`config.mk`:
```
export PLATFORM = sky130hd
export DESIGN_NAME = siggen_core
export DESIGN_NICKNAME = d
export VERILOG_FILES = /design/src/rtl/siggen_core.sv
export SDC_FILE = /design/constraint.sdc
export NUM_CORES = 1
export LEC_CHECK = 0
export ABC_AREA = 1
export CAP_MARGIN = 20
export CORE_UTILIZATION = 40
export DETAILED_ROUTE_END_ITERATION = 10
export RECOVER_POWER = 100
export SLEW_MARGIN = 20
export SYNTH_ARGS = -nofsm -noshare
export SYNTH_HDL_FRONTEND = slang
export SYNTH_SLANG_ARGS = --single-unit
```
`constraint.sdc`:
```
create_clock -name clk -period 3.79 [get_ports clk]
set_input_delay 0.758 -clock clk [delete_from_list [all_inputs] [get_ports clk]]
set_output_delay 0.758 -clock clk [all_outputs]
set_load 0.01 [all_outputs]
```
`src/rtl/siggen_core.sv`:
```
// Multi-waveform generator: a prescaled phase counter drives square, sawtooth and triangle shapes.
// A free-running counter encodes the sample as PWM. Mode and rate changes land only at a phase wrap.
module siggen_core #(
   parameter int WIDTH    = 8,
   parameter int DIV_W    = 30,
   parameter int BASE_DIV = 1
) (
   input  logic             clk,
   input  logic             rst,
   input  logic             en,
   input  logic [1:0]       mode,
   input  logic [7:0]       rate,
   output logic [WIDTH-1:0] wave,
   output logic             sq_out,
   output logic             pwm_out,
   output logic             wrap
);

   localparam logic [DIV_W-1:0] ZERO_DIV = {DIV_W{1'b0}};
   localparam logic [DIV_W-1:0] ONE_DIV  = {{(DIV_W-1){1'b0}}, 1'b1};
   localparam logic [DIV_W-1:0] BASE_C   = DIV_W'(BASE_DIV);
   localparam logic [WIDTH-1:0] ZERO_W   = {WIDTH{1'b0}};
   localparam logic [WIDTH-1:0] ONE_W    = {{(WIDTH-1){1'b0}}, 1'b1};
   localparam logic [WIDTH-1:0] ONES_W   = {WIDTH{1'b1}};

   logic [DIV_W-1:0] pre_q, pre_d, divisor_s, div_last_s;
   logic [WIDTH-1:0] phase_q, phase_d, pwm_cnt_q, pwm_cnt_d, wave_q, wave_d;
   logic [1:0]       mode_q, mode_d;
   logic [7:0]       rate_q, rate_d;
   logic             sq_q, sq_d, pwm_q, pwm_d, wrap_q, wrap_d;
   logic             tick_s, wrap_tick_s;

   function automatic logic [WIDTH-1:0] shape_f(input logic [WIDTH-1:0] ph, input logic [1:0] md);
      logic [WIDTH-1:0] t;
      logic [WIDTH-1:0] res;
      t = {ph[WIDTH-2:0], 1'b0};
      case (md)
         2'd0:    res = ph[WIDTH-1] ? ONES_W : ZERO_W;
         2'd1:    res = ph;
         2'd2:    res = ph[WIDTH-1] ? ~t : t;
         default: res = ZERO_W;
      endcase
      return res;
   endfunction

   // Divisor is formed at full prescaler width so large rate*BASE_DIV never truncates.
   assign divisor_s   = ({{(DIV_W-8){1'b0}}, rate_q} + ONE_DIV) * BASE_C;
   assign div_last_s  = divisor_s - ONE_DIV;
   assign tick_s      = en && (pre_q == div_last_s);
   assign wrap_tick_s = tick_s && (phase_q == ONES_W);

   // Next-state logic for prescaler, phase, control latches and output samples.
   always_comb begin
      pwm_cnt_d = pwm_cnt_q + ONE_W;
      pwm_d     = (wave_q > pwm_cnt_q);
      if (en) begin
         if (tick_s) begin
            pre_d   = ZERO_DIV;
            phase_d = phase_q + ONE_W;
         end else begin
            pre_d   = pre_q + ONE_DIV;
            phase_d = phase_q;
         end
         wave_d = shape_f(phase_q, mode_q);
         sq_d   = phase_q[WIDTH-1];
         wrap_d = wrap_tick_s;
         if (wrap_tick_s) begin
            mode_d = mode;
            rate_d = rate;
         end else begin
            mode_d = mode_q;
            rate_d = rate_q;
         end
      end else begin
         // Frozen: only the PWM side keeps running; controls track inputs freely.
         pre_d   = ZERO_DIV;
         phase_d = phase_q;
         wave_d  = wave_q;
         sq_d    = sq_q;
         wrap_d  = 1'b0;
         mode_d  = mode;
         rate_d  = rate;
      end
   end

   // State registers with synchronous reset.
   always_ff @(posedge clk) begin
      if (rst) begin
         pre_q     <= ZERO_DIV;
         phase_q   <= ZERO_W;
         pwm_cnt_q <= ZERO_W;
         mode_q    <= 2'd0;
         rate_q    <= 8'd0;
         wave_q    <= ZERO_W;
         sq_q      <= 1'b0;
         pwm_q     <= 1'b0;
         wrap_q    <= 1'b0;
      end else begin
         pre_q     <= pre_d;
         phase_q   <= phase_d;
         pwm_cnt_q <= pwm_cnt_d;
         mode_q    <= mode_d;
         rate_q    <= rate_d;
         wave_q    <= wave_d;
         sq_q      <= sq_d;
         pwm_q     <= pwm_d;
         wrap_q    <= wrap_d;
      end
   end

   assign wave    = wave_q;
   assign sq_out  = sq_q;
   assign pwm_out = pwm_q;
   assign wrap    = wrap_q;

endmodule

```
## Word level (Yosys, flattened, before mapping)

Index checks and enable logic that the tools add are counted.

- Eq/ne operators: 5
- Muxes and demuxes: 7
- Reductions and logical operators: 6
- $lt $le $gt $ge: 1
- Add/sub/neg operators: 5
- Bitwise gates (word level): 2

Operator list:

| operator | count |
|---|---|
| two-way mux 8 bit | 4 |
| adder 30 x 1 -> 30 bit (second input constant) | 1 |
| == test 30 bit | 1 |
| one-hot mux 8 bit (3 select lines) | 1 |
| adder 8 x 1 -> 8 bit (second input constant) | 2 |
| subtractor 9 x 1 -> 10 bit (second input constant) | 1 |
| adder 8 x 1 -> 9 bit (second input constant) | 1 |
| == test 8 bit (second input constant) | 1 |
| > comparator 8 bit | 1 |
| inverter 8 bit | 1 |
| two-way mux 2 bit | 2 |
| OR reduction 3 bit | 1 |
| == test 2 x 1 -> 1 bit (second input constant) | 1 |
| == test 2 bit (second input constant) | 1 |
| logical AND 1 bit | 2 |
| logical NOT 2 bit | 1 |
| != test 2 x 1 -> 1 bit (second input constant) | 1 |
| AND reduction 2 bit | 1 |
| OR reduction 2 bit | 1 |
| inverter 1 bit | 1 |

- Bits of input ports: 13
- Word-level logic and storage cells: 35
- Flip-flop bits (word level): 67
- Output and inout port bits: 11

## Depth between registers and ports, before layout

- Word-level depth: 7
- Mapped depth: 11
- Mapped depth without buffers: 11

## Least setup slack after synthesis

OpenSTA, ideal clock, no wires.

- Path type: input to register
- Start point: in en
- End point: reg rate_q[0]
- Path buffers: 1
- Arrival time: 1.536 ns
- Required time: 3.675 ns
- Setup time: 0.115 ns
- Stages on the path: 8
- Path slack: 2.138 ns
- Path through: nand3_1 nor2_1 nand2_1 nor2_4 nand3_2 buf_2 a21oi_1 nor2_1

- Word-level cells in the longest chain between the ends: 3
- Elaborated cells on any way between the ends: 4
- Classes of those cells: eq/ne: 1; mux: 1; reduce/logical: 2

RTL lines:

| what | line | RTL |
|---|---|---|
| start: declaration | 10 | `input logic en,` |
| logical AND 1 bit | 49 | `assign tick_s = en && (pre_q == div_last_s);` |
| logical AND 1 bit | 50 | `assign wrap_tick_s = tick_s && (phase_q == ONES_W);` |
| != test 2 x 1 -> 1 bit (no source line) | - |  |
| end signal: assignment | 103 | `rate_q <= rate_d;` |
| end: declaration | 29 | `logic [7:0] rate_q, rate_d;` |

Several ways; a longest one is shown, not always the timed one.
A chain may end at the register's enable or synchronous reset.

## Worst setup path after layout

- Start point: in en
- End point: reg rate_q[6]

Same word-level chain as after synthesis.

==> results by group <==
CTS
  – Post-CTS setup buffer count: 0
  – Clk slew on worst S/H paths: ~0.090 ns
  – Clock sinks: between 60 and 70
  – Number of H-tree levels: 3
  – Clock Tree Root: clkbuf_8
  – CTS max path bufs: 2
  – CTS tree: built
  – CTS buffer count: 9
  – Clock Latency Late Sink: 0.35 ns
  – Post-CTS Resized: 0
  – Hold-fix buffers, CTS: 0

Synthesis
  – Average cell area after synthesis: ~6.5 um^2
  – Seq cells post-synth: 67
  – Mapped Nets: just over 600
  – Top post-synthesis cells by area: dfxtp_1 (35%), nand2_1 (15%), nor2_1 (8.5%)
  – Synth Warn #: 0
  – Post-synthesis sequential area ratio: 0.3501
  – Netlist cell types: 32
  – Post-Synthesis Cell Area: ~0.0038 mm^2
  – Post-synth top area share: 0.3501
  – Post-Synthesis Cells: 588
  – Largest area contributor in the netlist: dfxtp_1

Outcome
  – Status: complete, no violations

Finish
  – Post-route cell area: approximately 0.0043 mm^2
  – Antenna Cells: 0
  – Synth-to-Final Area Change: 12.77%
  – Layout cell share with drive strength beyond 1: 0.08914
  – Final net count: approximately 640
  – Fillers: just under 1000

STA
  – Final Skew: approximately 0.01 ns
  – Worst-Margin Slew: a little over 0.9 ns
  – Final Hold Violating Endpoints: 0
  – Max Freq: 323.1 MHz
  – RSZ-0062 raised after global routing: no
  – Slew HR: 0.3920
  – Final Max Tran Viols: 0
  – Post-route minimum period: 3.095 ns
  – Setup TNS: 0 ns
  – Final setup vio count: 0
  – Final period util: 0.8165
  – Final WS setup: slightly below 0.7 ns

Setup path
  – Worst EP arrival: ~3.3 ns
  – Req. time, crit path: 4.03 ns
  – CP endpoint kind: register
  – CP Launch Point: en
  – Register-to-Register Path Depth: 8
  – Critical path launch point type: primary input
  – R2R Path End: rate_q[6]
  – RR Startpoint: phase_q[0]
  – Max FO, Critical Path: 20
  – Worst Path Class, Setup: in -> reg
  – Flop-to-flop setup slack: ~1.4 ns

Place
  – Pre-CTS WS: around 0.81 ns
  – GP Congestion: just under 0.9
  – Cell Area, Placed: between 0.004 and 0.005 mm^2
  – IO Port Bufs: 23
  – Post-DP HPWL: roughly 6700 um

Worst hold path
  – Worst Hold Path EP: pwm_cnt_q[0]
  – Worst Hold Depth: 1
  – Hold_sp: pwm_cnt_q[0]
  – Worst hold path type: reg -> reg

Route
  – Drt wl/cell: 11.87 um
  – Detail Route Antenna Nets: 0
  – Routed vias/inst: a little under 5
  – Initial DRC Count: 120
  – Via count: 3600
  – DRT Wirelength: between 8000 and 9000 um
  – DRT Pass-1 Iters: 4
  – DRC: 0

Global route
  – Total GRT Usage: 0.1938
  – Global route overflow: 0
  – Vias in the first global route: 3431
  – Antenna violations before repair: 0
  – Global-route wire length before repair: between 15000 and 20000 um
  – Largest net degree at the start of global routing: 26

Floorplanning
  – Starting Density: 0.4146
  – I/O pin count: 24
  – Rows: 35
  – Width of the die: between 90 and 100 um
  – Full die area: between 0.009 and 0.01 mm^2
  – Core ar.: a little over 0.009 mm^2
  – Die Y: between 90 and 100 um

Power
  – Pwr dens: ~330 mW/mm^2
  – Final Power: approximately 1.4 mW
  – Peak VDD IR: ~0.00016 V
  – P_leak: between 1.5 and 2 nW

Flow run
  – Max Cap Viol: 0
[stage by stage]
stage | utilization | hold slack, ns | instances
2_1_floorplan | - | 0.4329 | 588
3_3_place_gp | 0.4513 | 0.4608 | 730
3_5_place_dp | 0.4513 | 0.4646 | 730
4_1_cts | 0.4716 | 0.4841 | 746
5_1_grt | 0.4676 | 0.5043 | 746
6_report | 0.4676 | 0.4880 | 746
[area by class of cell]
class / count / area (um^2) / area share
flip-flops and latches: 67 / 1341 / 0.3105
inverters: 80 / 300.3 / 0.06950
repair buffers: 24 / 237.7 / 0.05502
clock buffers: 11 / 151.4 / 0.03504
well taps: 129 / 161.4 / 0.03736
multi-input cells: 430 / 2092 / 0.4842
clock inverters: 5 / 36.28 / 0.008399
[sequential cells by signal, indices dropped and copies added (netlist names)]
register and count:
wave 8, pwm_out 1, rate_q 8, mode_q 2, pre_q 30, sq_out 1, phase_q 8, pwm_cnt_q 8
wrap 1
[per-layer routing]
layer  track usage  vias up  share of wire
met5             0        -              0
met4       0.06674        0          0.013
met3       0.03273       11          0.025
met2        0.3241       36           0.46
met1        0.2526     1627           0.50
li1              -     1926              -
[placed cells by master (no fill, tap or decap), drive strengths merged]
cell type      netlist  layout
nand2              164     164
nor2                98      98
inv                 80      81
dfxtp               67      67
nand3               46      46
a21oi               41      41
nor3                23      23
o21ai               19      19
dlygate4sd3          0      13
ha                  12      12
clkbuf               4      11
clkdlybuf4s50        0      10
nand4                9       9
xor2                 6       6
nor3b                3       3
nor4                 3       3
clkinvlp             0       3
a31oi                2       2
o21bai               1       1
and2                 1       1
a221oi               1       1
a211oi               1       1
clkinv               0       1
buf                  7       1
[synth_stat cells]
| master | n |
|---|---|
| nand4_1 | 9 |
| nor2_1 | 87 |
| nor3_2 | 4 |
| a31oi_1 | 2 |
| a221oi_1 | 1 |
| inv_2 | 12 |
| nand3_1 | 34 |
| o21bai_1 | 1 |
| nor3_1 | 19 |
| nor2_2 | 7 |
| nand2_4 | 2 |
| nand2_2 | 4 |
| nand3_2 | 12 |
| buf_4 | 2 |
| nor2_4 | 4 |
| inv_1 | 68 |
| buf_1 | 1 |
| buf_6 | 1 |
| o21ai_1 | 7 |
| a211oi_1 | 1 |
| xor2_1 | 6 |
| and2_1 | 1 |
| buf_2 | 3 |
| a21oi_1 | 41 |
| nor3b_1 | 2 |
| nand2_1 | 158 |
| clkbuf_1 | 4 |
| o21ai_0 | 12 |
| dfxtp_1 | 67 |
| nor4_1 | 3 |
| nor3b_2 | 1 |
| ha_1 | 12 |
[worst max-delay path by stage]
stage	endpoint	slack, ns
after CTS	rate_q[6]	1.17
after global placement	rate_q[0]	0.98
after global routing	rate_q[6]	0.53
after floorplan	rate_q[0]	2.14
final	rate_q[6]	0.70
after detailed placement	rate_q[6]	0.81
[report_power, final]
group | switching (mW) | internal (mW) | total [mW]
sequential | 0.0113 | 0.719 | 0.730
combinational | 0.0742 | 0.0490 | 0.123
clock | 0.298 | 0.274 | 0.572
total | 0.383 | 1.04 | 1.43
[critical path, cell delays in order]
cell and delay (ns):
dlygate4sd3_1 0.82, nand3_1 0.16, nor2_1 0.11, nand2_1 0.06
nor2_1 0.21, nand3_1 0.70, a21oi_1 0.42, nor2_1 0.08
[cells by family (layout without fill, tap and decap cells)]
group	count (synthesis)	count (layout)	synth area share
xor gates and xnor gates	6	6	0.01372
adders and majority gates	12	12	0.03919
DFF	67	67	0.3501
and+or+nand+nor	347	347	0.4151
AOI/OAI and AO/OA	65	65	0.08785
buffers and inverters	91	120	0.09405
Note: power is estimated with default switching activity, not from simulation.
